$ cat config.mk
export PLATFORM = sky130hd
export DESIGN_NAME = conf_pkt_gen
export DESIGN_NICKNAME = d
export VERILOG_FILES = /design/src/rtl/conf_pkt_gen_pkg.sv /design/src/rtl/conf_word_fifo.sv /design/src/rtl/conf_pkt_gen.sv
export SDC_FILE = /design/constraint.sdc
export NUM_CORES = 1
export LEC_CHECK = 0
export ABC_AREA = 1
export CAP_MARGIN = 0
export CORE_ASPECT_RATIO = 1.4
export CORE_MARGIN = 4
export CORE_UTILIZATION = 55
export CTS_CLUSTER_DIAMETER = 40
export DETAILED_ROUTE_END_ITERATION = 10
export PLACE_DENSITY = 0.81
export SLEW_MARGIN = 0
export SYNTH_ARGS = -nofsm -noshare
export SYNTH_HDL_FRONTEND = slang
export SYNTH_HIERARCHICAL = 1
export SYNTH_SLANG_ARGS = --single-unit
export TNS_END_PERCENT = 30
$ cat constraint.sdc
create_clock -name clk -period 6.1 [get_ports clk]
set_input_delay 1.22 -clock clk [delete_from_list [all_inputs] [get_ports clk]]
set_output_delay 1.22 -clock clk [all_outputs]
set_load 0.01 [all_outputs]
$ cat src/rtl/conf_pkt_gen_pkg.sv
// -----------------------------------------------------------------------------
// conf_pkt_gen_pkg
// Shared definitions for the host-side configuration packet generator:
// command op codes, flit-type codes, ethertype base, FSM state encoding and
// small flit-building helpers.
// -----------------------------------------------------------------------------
package conf_pkt_gen_pkg;

  // Command op codes as carried on cmd_op and in the ethertype low bits.
  typedef enum logic [1:0] {
    OP_RD_PROG = 2'd0,
    OP_WR_SEL  = 2'd1,
    OP_RD_SEL  = 2'd2,
    OP_WR_PROG = 2'd3
  } cmd_op_e;

  // Flit-type codes placed in flit bits [133:132].
  typedef enum logic [1:0] {
    FLIT_HEAD = 2'b01,
    FLIT_BODY = 2'b11,
    FLIT_TAIL = 2'b10
  } flit_type_e;

  localparam logic [7:0] ETHERTYPE_BASE = 8'h90;
  localparam logic [3:0] FLIT_MARK      = 4'hf;

  // Generator FSM; the state names the flit currently on data_out.
  typedef enum logic [2:0] {
    ST_IDLE    = 3'd0,
    ST_HEAD    = 3'd1,
    ST_WORDS   = 3'd2,
    ST_PAYLOAD = 3'd3,
    ST_TAIL    = 3'd4,
    ST_GAPW    = 3'd5
  } state_e;

  // Wrap a 128-bit payload into a 134-bit flit.
  function automatic logic [133:0] make_flit(input flit_type_e ftype,
                                             input logic [127:0] payload);
    return {ftype, FLIT_MARK, payload};
  endfunction

  // Program-word payload: address in [47:16], data in [79:48].
  function automatic logic [127:0] word_payload(input logic [31:0] addr,
                                                input logic [31:0] data);
    return {48'h0, data, addr, 16'h0};
  endfunction

endpackage

$ cat src/rtl/conf_word_fifo.sv
// -----------------------------------------------------------------------------
// conf_word_fifo
// Synchronous show-ahead FIFO holding {addr, data} program words.
// rd_data always presents the oldest entry; pop consumes it on the edge.
// Ports:
//   clk, resetn          clock, asynchronous active-low reset
//   push, push_data      write one entry (ignored when full)
//   pop                  consume the head entry (ignored when empty)
//   rd_data              head entry (show-ahead)
//   full, empty, count   occupancy status
// -----------------------------------------------------------------------------
module conf_word_fifo #(
  parameter int DEPTH = 16,
  parameter int WIDTH = 64
) (
  input  logic                     clk,
  input  logic                     resetn,
  input  logic                     push,
  input  logic [WIDTH-1:0]         push_data,
  input  logic                     pop,
  output logic [WIDTH-1:0]         rd_data,
  output logic                     full,
  output logic                     empty,
  output logic [$clog2(DEPTH):0]   count
);

  localparam int AW = $clog2(DEPTH);
  localparam int CW = AW + 1;

  logic [WIDTH-1:0] mem_r [DEPTH];
  logic [AW-1:0]    wr_ptr_r;
  logic [AW-1:0]    rd_ptr_r;
  logic [CW-1:0]    count_r;
  logic             do_push_s;
  logic             do_pop_s;

  assign do_push_s = push & ~full;
  assign do_pop_s  = pop & ~empty;

  assign rd_data = mem_r[rd_ptr_r];
  assign full    = (count_r == CW'(DEPTH));
  assign empty   = (count_r == CW'(0));
  assign count   = count_r;

  // Pointer and occupancy bookkeeping; pointers wrap naturally (DEPTH is 2^n).
  always_ff @(posedge clk or negedge resetn) begin
    if (!resetn) begin
      wr_ptr_r <= AW'(0);
      rd_ptr_r <= AW'(0);
      count_r  <= CW'(0);
    end else begin
      if (do_push_s) begin
        wr_ptr_r <= wr_ptr_r + AW'(1);
      end
      if (do_pop_s) begin
        rd_ptr_r <= rd_ptr_r + AW'(1);
      end
      case ({do_push_s, do_pop_s})
        2'b10:   count_r <= count_r + CW'(1);
        2'b01:   count_r <= count_r - CW'(1);
        default: count_r <= count_r;
      endcase
    end
  end

  // Storage array write port.
  always_ff @(posedge clk) begin
    if (do_push_s) begin
      mem_r[wr_ptr_r] <= push_data;
    end
  end

endmodule

$ cat src/rtl/conf_pkt_gen.sv
// -----------------------------------------------------------------------------
// conf_pkt_gen
// Host-side configuration packet generator. Turns configuration commands into
// bubble-free 134-bit flit packets for the CPU configuration endpoint.
// Ports:
//   clk, resetn                 clock, asynchronous active-low reset
//   cmd_valid / cmd_ready       command handshake (ready is combinational)
//   cmd_op, cmd_addr, cmd_wdata command fields; cmd_last closes a write packet
//   data_out_valid, data_out    flit stream (registered)
//   busy                        packet in flight or program words pending
//   pkt_count                   packets completed (wraps at 2^16)
// -----------------------------------------------------------------------------
module conf_pkt_gen
  import conf_pkt_gen_pkg::*;
#(
  parameter int          DEPTH = 16,
  parameter logic [47:0] DMAC  = 48'h1111_2222_4444,
  parameter logic [47:0] SMAC  = 48'h1111_2222_3333,
  parameter int          GAP   = 1
) (
  input  logic         clk,
  input  logic         resetn,
  input  logic         cmd_valid,
  output logic         cmd_ready,
  input  logic [1:0]   cmd_op,
  input  logic [31:0]  cmd_addr,
  input  logic [31:0]  cmd_wdata,
  input  logic         cmd_last,
  output logic         data_out_valid,
  output logic [133:0] data_out,
  output logic         busy,
  output logic [15:0]  pkt_count
);

  localparam int         AW        = $clog2(DEPTH);
  localparam int         CW        = AW + 1;
  localparam logic [CW-1:0] LAST_FILL = CW'(DEPTH - 1);
  localparam bit         GAP_ZERO  = (GAP == 0);
  localparam logic [1:0] GAP_LAST  = 2'(GAP - 1);

  state_e        state_r;
  logic          is_write_r;
  logic [CW-1:0] words_left_r;
  logic [1:0]    gap_cnt_r;
  cmd_op_e       lat_op_r;
  logic [31:0]   lat_addr_r;
  logic          lat_sel_r;

  cmd_op_e       op_s;
  logic          ready_s;
  logic          accept_s;
  logic          push_s;
  logic          pop_s;
  logic          push_launch_s;
  logic          stall_flush_s;
  logic          fifo_full_s;
  logic          fifo_empty_s;
  logic [CW-1:0] fifo_count_s;
  logic [63:0]   fifo_rd_data_s;
  logic          word_is_tail_s;
  logic [133:0]  word_flit_s;
  logic [127:0]  body_payload_s;

  // Head flit for a given op: MAC addresses then ethertype 0x90/op.
  function automatic logic [133:0] head_flit(input cmd_op_e op);
    return make_flit(FLIT_HEAD, {DMAC, SMAC, ETHERTYPE_BASE, 6'h0, op, 16'h0});
  endfunction

  assign op_s     = cmd_op_e'(cmd_op);
  assign accept_s = cmd_valid & ready_s;
  assign push_s   = accept_s & (op_s == OP_WR_PROG);

  // The word that makes the FIFO full launches a packet just like cmd_last.
  assign push_launch_s = push_s & (cmd_last | (fifo_count_s == LAST_FILL));

  // A non-write op cannot overtake unflushed words: send them first.
  assign stall_flush_s = (state_r == ST_IDLE) & cmd_valid &
                         (op_s != OP_WR_PROG) & ~fifo_empty_s;

  // The head entry is popped on the edge that registers it into data_out.
  assign pop_s = ((state_r == ST_HEAD) & is_write_r) |
                 ((state_r == ST_WORDS) & (words_left_r != CW'(0)));

  assign word_is_tail_s = (words_left_r == CW'(1));
  assign word_flit_s    = make_flit(word_is_tail_s ? FLIT_TAIL : FLIT_BODY,
                                    word_payload(fifo_rd_data_s[63:32],
                                                 fifo_rd_data_s[31:0]));

  assign cmd_ready = ready_s;
  assign busy      = (state_r != ST_IDLE) | ~fifo_empty_s;

  // Command acceptance: only in IDLE; writes need room, other ops need an empty FIFO.
  always_comb begin
    ready_s = 1'b0;
    if (state_r == ST_IDLE) begin
      if (op_s == OP_WR_PROG) begin
        ready_s = ~fifo_full_s;
      end else begin
        ready_s = fifo_empty_s;
      end
    end else begin
      ready_s = 1'b0;
    end
  end

  // Body payload of the three-flit packets, built from the latched command.
  always_comb begin
    body_payload_s = 128'h0;
    case (lat_op_r)
      OP_WR_SEL:  body_payload_s = {111'h0, lat_sel_r, 16'h0};
      OP_RD_PROG: body_payload_s = {80'h0, lat_addr_r, 16'h0};
      default:    body_payload_s = 128'h0;
    endcase
  end

  conf_word_fifo #(
    .DEPTH (DEPTH),
    .WIDTH (64)
  ) u_fifo (
    .clk       (clk),
    .resetn    (resetn),
    .push      (push_s),
    .push_data ({cmd_addr, cmd_wdata}),
    .pop       (pop_s),
    .rd_data   (fifo_rd_data_s),
    .full      (fifo_full_s),
    .empty     (fifo_empty_s),
    .count     (fifo_count_s)
  );

  // Packet FSM with registered flit outputs and packet counter.
  always_ff @(posedge clk or negedge resetn) begin
    if (!resetn) begin
      state_r        <= ST_IDLE;
      is_write_r     <= 1'b0;
      words_left_r   <= CW'(0);
      gap_cnt_r      <= 2'd0;
      lat_op_r       <= OP_RD_PROG;
      lat_addr_r     <= 32'h0;
      lat_sel_r      <= 1'b0;
      data_out_valid <= 1'b0;
      data_out       <= 134'h0;
      pkt_count      <= 16'h0;
    end else begin
      case (state_r)
        ST_IDLE: begin
          data_out_valid <= 1'b0;
          data_out       <= 134'h0;
          if (push_launch_s) begin
            // Packet covers the words already queued plus the one pushed now.
            state_r        <= ST_HEAD;
            is_write_r     <= 1'b1;
            words_left_r   <= fifo_count_s + CW'(1);
            data_out_valid <= 1'b1;
            data_out       <= head_flit(OP_WR_PROG);
          end else if (stall_flush_s) begin
            state_r        <= ST_HEAD;
            is_write_r     <= 1'b1;
            words_left_r   <= fifo_count_s;
            data_out_valid <= 1'b1;
            data_out       <= head_flit(OP_WR_PROG);
          end else if (accept_s && (op_s != OP_WR_PROG)) begin
            state_r        <= ST_HEAD;
            is_write_r     <= 1'b0;
            lat_op_r       <= op_s;
            lat_addr_r     <= cmd_addr;
            lat_sel_r      <= cmd_wdata[0];
            data_out_valid <= 1'b1;
            data_out       <= head_flit(op_s);
          end
        end
        ST_HEAD: begin
          data_out_valid <= 1'b1;
          if (is_write_r) begin
            state_r      <= ST_WORDS;
            data_out     <= word_flit_s;
            words_left_r <= words_left_r - CW'(1);
            if (word_is_tail_s) begin
              pkt_count <= pkt_count + 16'd1;
            end
          end else begin
            state_r  <= ST_PAYLOAD;
            data_out <= make_flit(FLIT_BODY, body_payload_s);
          end
        end
        ST_WORDS: begin
          if (words_left_r != CW'(0)) begin
            data_out_valid <= 1'b1;
            data_out       <= word_flit_s;
            words_left_r   <= words_left_r - CW'(1);
            if (word_is_tail_s) begin
              pkt_count <= pkt_count + 16'd1;
            end
          end else begin
            // Tail already presented: close the packet.
            data_out_valid <= 1'b0;
            data_out       <= 134'h0;
            gap_cnt_r      <= 2'd0;
            state_r        <= GAP_ZERO ? ST_IDLE : ST_GAPW;
          end
        end
        ST_PAYLOAD: begin
          state_r        <= ST_TAIL;
          data_out_valid <= 1'b1;
          data_out       <= make_flit(FLIT_TAIL, 128'h0);
          pkt_count      <= pkt_count + 16'd1;
        end
        ST_TAIL: begin
          data_out_valid <= 1'b0;
          data_out       <= 134'h0;
          gap_cnt_r      <= 2'd0;
          state_r        <= GAP_ZERO ? ST_IDLE : ST_GAPW;
        end
        ST_GAPW: begin
          data_out_valid <= 1'b0;
          data_out       <= 134'h0;
          if (gap_cnt_r == GAP_LAST) begin
            state_r <= ST_IDLE;
          end else begin
            gap_cnt_r <= gap_cnt_r + 2'd1;
          end
        end
        default: begin
          state_r        <= ST_IDLE;
          data_out_valid <= 1'b0;
          data_out       <= 134'h0;
        end
      endcase
    end
  end

endmodule

Word-level counts from Yosys, hierarchy flattened
Memory sizes are Yosys's and may differ from the RTL's.
Cells that the tools add are included.
- multiplexer cells: 40
- bitwise gates (word level): 17
- equal/unequal tests: 20
- reduce and logical (&&, ||, !) cells: 19
- add/subtract/negate cells: 7
- operators by type and width (operator ; number):
    134-bit one-hot mux with 4 select lines ; 1
    133-bit two-way mux ; 4
    134-bit two-way mux ; 1
    48-bit one-hot mux with 2 select lines ; 1
    16-bit two-way mux ; 3
    16-bit one-hot mux with 3 select lines ; 1
    5-bit two-way mux ; 4
    3-bit one-hot mux with 6 select lines ; 1
    16-bit by 1-bit adder with 16-bit output (second input constant) ; 1
    3-bit two-way mux ; 5
    5-bit one-hot mux with 3 select lines ; 1
    3-bit nonzero test ; 5
    1-bit two-way mux ; 13
    1-bit AND ; 10
    2-bit inequality test (second input constant) ; 5
    5-bit one-hot mux with 2 select lines ; 1
    5-bit by 1-bit subtractor with 5-bit output (second input constant) ; 2
    3-bit AND reduction ; 3
    4-bit by 1-bit adder with 4-bit output (second input constant) ; 2
    4-bit AND reduction ; 2
    3-bit by 2-bit == test with 1-bit output (second input constant) ; 2
    3-bit == test (second input constant) ; 2
    2-bit one-hot mux with 3 select lines ; 1
    5-bit by 1-bit adder with 5-bit output (second input constant) ; 1
    other kinds (22) ; 31
- flip-flop bits (word level): 210
- input port bits: 70
- memories kept: 1
- bits in writable memories: 1024
- output and inout port bits: 153
- word-level logic and storage cells: 117
- memory list (name ; words ; bits a word ; read ports ; clocked after Yosys merged registers in ; write ports ; line ; text):
    u_fifo.mem_r ; 16 ; 64 ; 1 ; 0 ; 1 ; conf_word_fifo.sv:30 ; logic [WIDTH-1:0] mem_r [DEPTH];

Depth between registers and ports, before layout
- depth in word-level cells: 10
- mapped depth: 21

Modules after synthesis
The synthesis kept the hierarchy.
- by module, submodules not included (module ; cells an instance ; seq. area each (um^2) ; instances ; area an instance (um^2)):
    conf_word_fifo ; 4101 ; 31074.8 ; 1 ; 43629.3
    conf_pkt_gen ; 701 ; 3278.1 ; 1 ; 6114.6

Worst setup path after synthesis
No wires, ideal clock.
- kind: input-to-reg
- start point: in cmd_op[1]
- end point: mem u_fifo.mem_r[0][0], enable pin
- required time: 5.614 ns
- stages on the path: 10
- path slack: 0.710 ns
- data arrival time: 4.903 ns
- cell sequence: nand2_1 nand2_1 nand2_1 nor3_4 inv_2 nor2_1 nand2_1 inv_1 nand2_1 nor2_1
- word-level cells in the longest chain between the ends: 8
- RTL lines (what ; line ; text):
    start, declared ; conf_pkt_gen.sv:25 ; input logic [1:0] cmd_op,
    2-bit == test (*) ; conf_pkt_gen.sv:71, conf_pkt_gen.sv:96 ;
    1-bit two-way mux ; conf_pkt_gen.sv:96 ; if (op_s == OP_WR_PROG) begin
    1-bit two-way mux ; conf_pkt_gen.sv:95 ; if (state_r == ST_IDLE) begin
    1-bit AND ; conf_pkt_gen.sv:70 ; assign accept_s = cmd_valid & ready_s;
    1-bit AND (*) ; conf_pkt_gen.sv:71 ; assign push_s = accept_s & (op_s == OP_WR_PROG);
    via push_s ; conf_pkt_gen.sv:52 ; logic push_s;
    1-bit AND (*) ; conf_word_fifo.sv:37 ; assign do_push_s = push & ~full;
    1-bit two-way mux (*) ; conf_word_fifo.sv:68 ; if (do_push_s) begin
    1-bit two-way mux (implied by the code) (*) ; conf_word_fifo.sv:69 ; mem_r[wr_ptr_r] <= push_data;
    end, declared ; conf_word_fifo.sv:30 ;
Mark *: on every way through the listed nets, which the timed path passes. The rest lies on a longest branch.

Worst setup path in the final report
- start point: in cmd_op[1]
- end point: mem u_fifo.mem_r[1][43], enable pin
The elaborated chain is that of the path after synthesis.

==> qor.csv <==
stage;metric;value;unit
setup_path;Worst EP required;6450;ps
synth;Synth cell types;30;
synth;post-synth top area cell;edfxtp_1;
sta;slew at the pin closest to its max-slew limit;1200;ps
cts;total CTS buffers;112;
cts;worst skew pair latency;720;ps
run;Max-cap violations;0;
synth;predominant post-synthesis flop cell;edfxtp_1;
power_and_ir_drop;Clk pwr share;29.4;%
synth;Cell Area, Synth;49700;µm²
power_and_ir_drop;worst vdd ir;0.522;mV
global_routing;global router's overall resource usage;25.4;%
global_routing;Overflow after GRT;0;
power_and_ir_drop;Internal;0.0151;W
setup_path;crit-path cells;clkdlybuf4s50_1, nand2_1, nand2_1, nand2_1, nor3_4, inv_2, nor2_1, nand2_1, inv_1, nand2_1, nor2_4, buf_4;
cts;Worst-path clk slew;70;ps
setup_path;Crit. End Element;register;
synth;Synth async-reset ratio;12.3;%
synth;cell count after synthesis;4802;
setup_path;Critical Path Start Type;input pin;
run_status;status;completed;
setup_path;Crit path largest cell delay;700;ps
synth;Synth Register Bits;1168;
floorplan;Starting Density;55.4;%
sta;Setup Skew;30.5;ps
setup_path;cell repeated most along the worst path;nand2_1;
cts;TritonCTS clock tree;yes;
sta;Max-Slew Margin vs Limit;19.8;%
cts;Clock Path Buffers;3;
sta;fin crit period;4170;ps
setup_path;CP max stage cell;nor2_4;
sta;final slew viol count;0;
setup_path;WP buf/inv;4;
sta;final worst-path cycle share;68.3;%
cts;root buffer cell;clkbuf_16;
cts;clock tree sinks;1168;
floorplan;die width;262;µm
synth;Ys Warns;6;
detailed_routing;vias per cell;5.46;
cts;Post-CTS Setup Inserts;0;
floorplan;Core Area;89800;µm²
floorplan;row count;130;
detailed_routing;Detailed Route WL;122000;µm
power_and_ir_drop;combinational share of power;30.5;%
global_routing;global-route wire length before repair;186000;µm
detailed_routing;Detail Route Antenna Nets;0;
layout;final net count;4988;
setup_path;R2R Setup Slk;2150;ps
placement;RePlAce Congestion;0.844;
floorplan;Die ar.;95400;µm²
layout;Antenna diodes;0;
min_path;worst hold path startpoint;lat_addr_r[17];
setup_path;RR Startpoint;u_fifo/count[2];
setup_path;crit path max fanout;25;
setup_path;R2R Path End;u_fifo/mem_r[1][43];
sta;hold_ws;471;ps
synth;top cells by area, synth;edfxtp_1 62%, nand2_1 14%, dfrtp_1 7.2%, nand3_1 4.3%, inv_1 3.7%;
power_and_ir_drop;sequential share of power;40.1;%
floorplan;Die Y;364;µm
power_and_ir_drop;Sw Share;36.0;%
setup_path;FF-to-FF path depth;14;
synth;number of synthesized flops with an enable pin;1024;
layout;share of cells above drive strength 1;5.56;%
detailed_routing;via count;33800;
setup_path;Worst Path Arrival;4520;ps
synth;Synth top area share;61.8;%
placement;post-DP HPWL;70300;µm
sta;RSZ-0062 raised after global routing;no;
min_path;worst hold stages;2;
layout;area delta synth->final;12.0;%
detailed_routing;DRT Pass-1 Iters;8;
global_routing;initial antenna violation count;0;
global_routing;largest net degree at the start of global routing;206;
power_and_ir_drop;Leakage Power;23.2;nW
detailed_routing;DRC Markers;0;
synth;Syn Area/Cell;10.4;µm²
layout;Layout fillers;6579;
min_path;hold-critical path endpoint;lat_addr_r[17];
setup_path;Crit path max-delay family;simple AND/OR/NAND/NOR gates;
floorplan;# IOs;223;
global_routing;vias in the first global route;33600;
sta;final setup TNS;0;ps
setup_path;worst setup path class;in2reg;
detailed_routing;routed len/inst;19.7;µm
min_path;HP Class;reg2reg;
cts;post-CTS sizing;0;
detailed_routing;initial DRC count;3913;
sta;# setup viols final;0;
cts;H-tree depth;3;
placement;# port buffers;170;
sta;Final Hold Viols;0;
cts;CTS Hold Bufs;0;
power_and_ir_drop;Sw Pwr;0.00851;W
power_and_ir_drop;pwr dens;424;nW/µm²
sta;fmax;240;MHz
synth;sequential area share after synthesis;69.1;%
[worst max-delay path by stage]
stage / cells after the start / start / slack, ps / endpoint
3_5_place_dp: 12 / cmd_op[1] / 1310 / u_fifo/mem_r[1][37]
5_1_grt: 12 / cmd_op[1] / 1810 / u_fifo/mem_r[1][4]
3_3_place_gp: 12 / cmd_op[1] / 1320 / u_fifo/mem_r[1][39]
2_1_floorplan: 10 / cmd_op[1] / 710 / u_fifo/mem_r[0][0]
6_report: 12 / cmd_op[1] / 1930 / u_fifo/mem_r[1][43]
4_1_cts: 12 / cmd_op[1] / 2040 / u_fifo/mem_r[1][33]
[cell usage in the layout (no fill, tap or decap), drive strengths merged, types with 33 or more instances in the layout]
| cell | synthesis | final |
|---|---|---|
| nor2 | 451 | 451 |
| conb | 1 | 52 |
| clkbuf | 42 | 152 |
| edfxtp | 1024 | 1024 |
| clkdlybuf4s50 | 0 | 169 |
| buf | 244 | 50 |
| nand3 | 427 | 427 |
| clkinv | 0 | 33 |
| inv | 496 | 510 |
| nand2 | 1831 | 1831 |
| dfrtp | 144 | 144 |
| o21ai | 60 | 60 |
[cells by family (layout without fill, tap and decap cells)]
group	count (synthesis)	count (layout)	share of synthesized area, %
other	1	52	0.00754
and+or+nand+nor	2741	2741	22.0
muxes	1	1	0.0201
AOI/OAI and AO/OA	65	65	0.669
DFF	1168	1168	69.1
buffers and inverters	782	928	7.32
adders and majority gates	17	17	0.443
xor gates and xnor gates	27	27	0.475
[cell type report]
cell class                 count  area, µm²  area share, %
clock buffer                 151       3080           5.53
clock inverter                61        654           1.17
inverter                     496       1880           3.38
multi-input combinational   2903      12100           21.7
sequential                  1168      34400           61.7
tap                         1188       1490           2.67
timing repair buffer         220       2160           3.87
[metal layers]
layer | vias to the layer above | share of wire [%] | track usage [%] | wire [µm]
li1 | 15500 | - | - | -
met1 | 16100 | 35 | 30.2 | 42900
met2 | 1854 | 52 | 45.0 | 63200
met3 | 331 | 8.4 | 4.19 | 10200
met4 | 0 | 4.8 | 11.9 | 5830
met5 | - | 0 | 0 | 0
[metrics by stage]
stage / cells / setup WS, ps / power, W / utilization (%) / area [µm²]
after global placement: 5975 / 1320 / 0.0165 / 57.9 / 52000
after detailed placement: 5975 / 1310 / 0.0167 / 57.9 / 52000
after CTS: 6187 / 2040 / 0.0236 / 62.0 / 55700
final: 6187 / 1930 / 0.0236 / 62.0 / 55700
after floorplan: 4853 / 710 / 0.0145 / - / 49900
after global routing: 6187 / 1810 / 0.0248 / 62.0 / 55700
[tightest hold or removal path: stages, from the launching register on]
cell	delay, ps
dfrtp_1	340
nand2_1	50
nand2_1	40
[state kept, by name (all words and copies together) (netlist names), 4 cells and up]
signal	cells
u_fifo/count	5
lat_addr_r	32
u_fifo/wr_ptr_r	4
u_fifo/rd_ptr_r	4
pkt_count	16
data_out	68
words_left_r	5
u_fifo/mem_r	1024
[Yosys cell counts (3+ instances only)]
| master | number |
|---|---|
| inv_1 | 489 |
| ha_1 | 16 |
| or2_2 | 4 |
| buf_4 | 136 |
| a21oi_1 | 3 |
| buf_6 | 11 |
| o21ai_0 | 59 |
| dfrtp_1 | 144 |
| nor2_2 | 3 |
| nand3_1 | 427 |
| buf_2 | 91 |
| nand2_1 | 1826 |
| inv_2 | 7 |
| nand2_2 | 5 |
| nor3_1 | 7 |
| edfxtp_1 | 1024 |
| xor2_1 | 21 |
| clkbuf_1 | 42 |
| xnor2_1 | 6 |
| nor2_1 | 446 |
| buf_1 | 6 |
| nand4_1 | 19 |
[power groups by stage]
stage,clock (W),combinational [W],sequential (W)
3_3_place_gp,0,0.00688,0.00964
6_report,0.00695,0.00721,0.00949
5_1_grt,0.00735,0.00797,0.00952
3_5_place_dp,0,0.00706,0.00965
2_1_floorplan,0,0.00504,0.00947
4_1_cts,0.00701,0.00715,0.00949
Note: power is estimated with default switching activity, not from simulation.
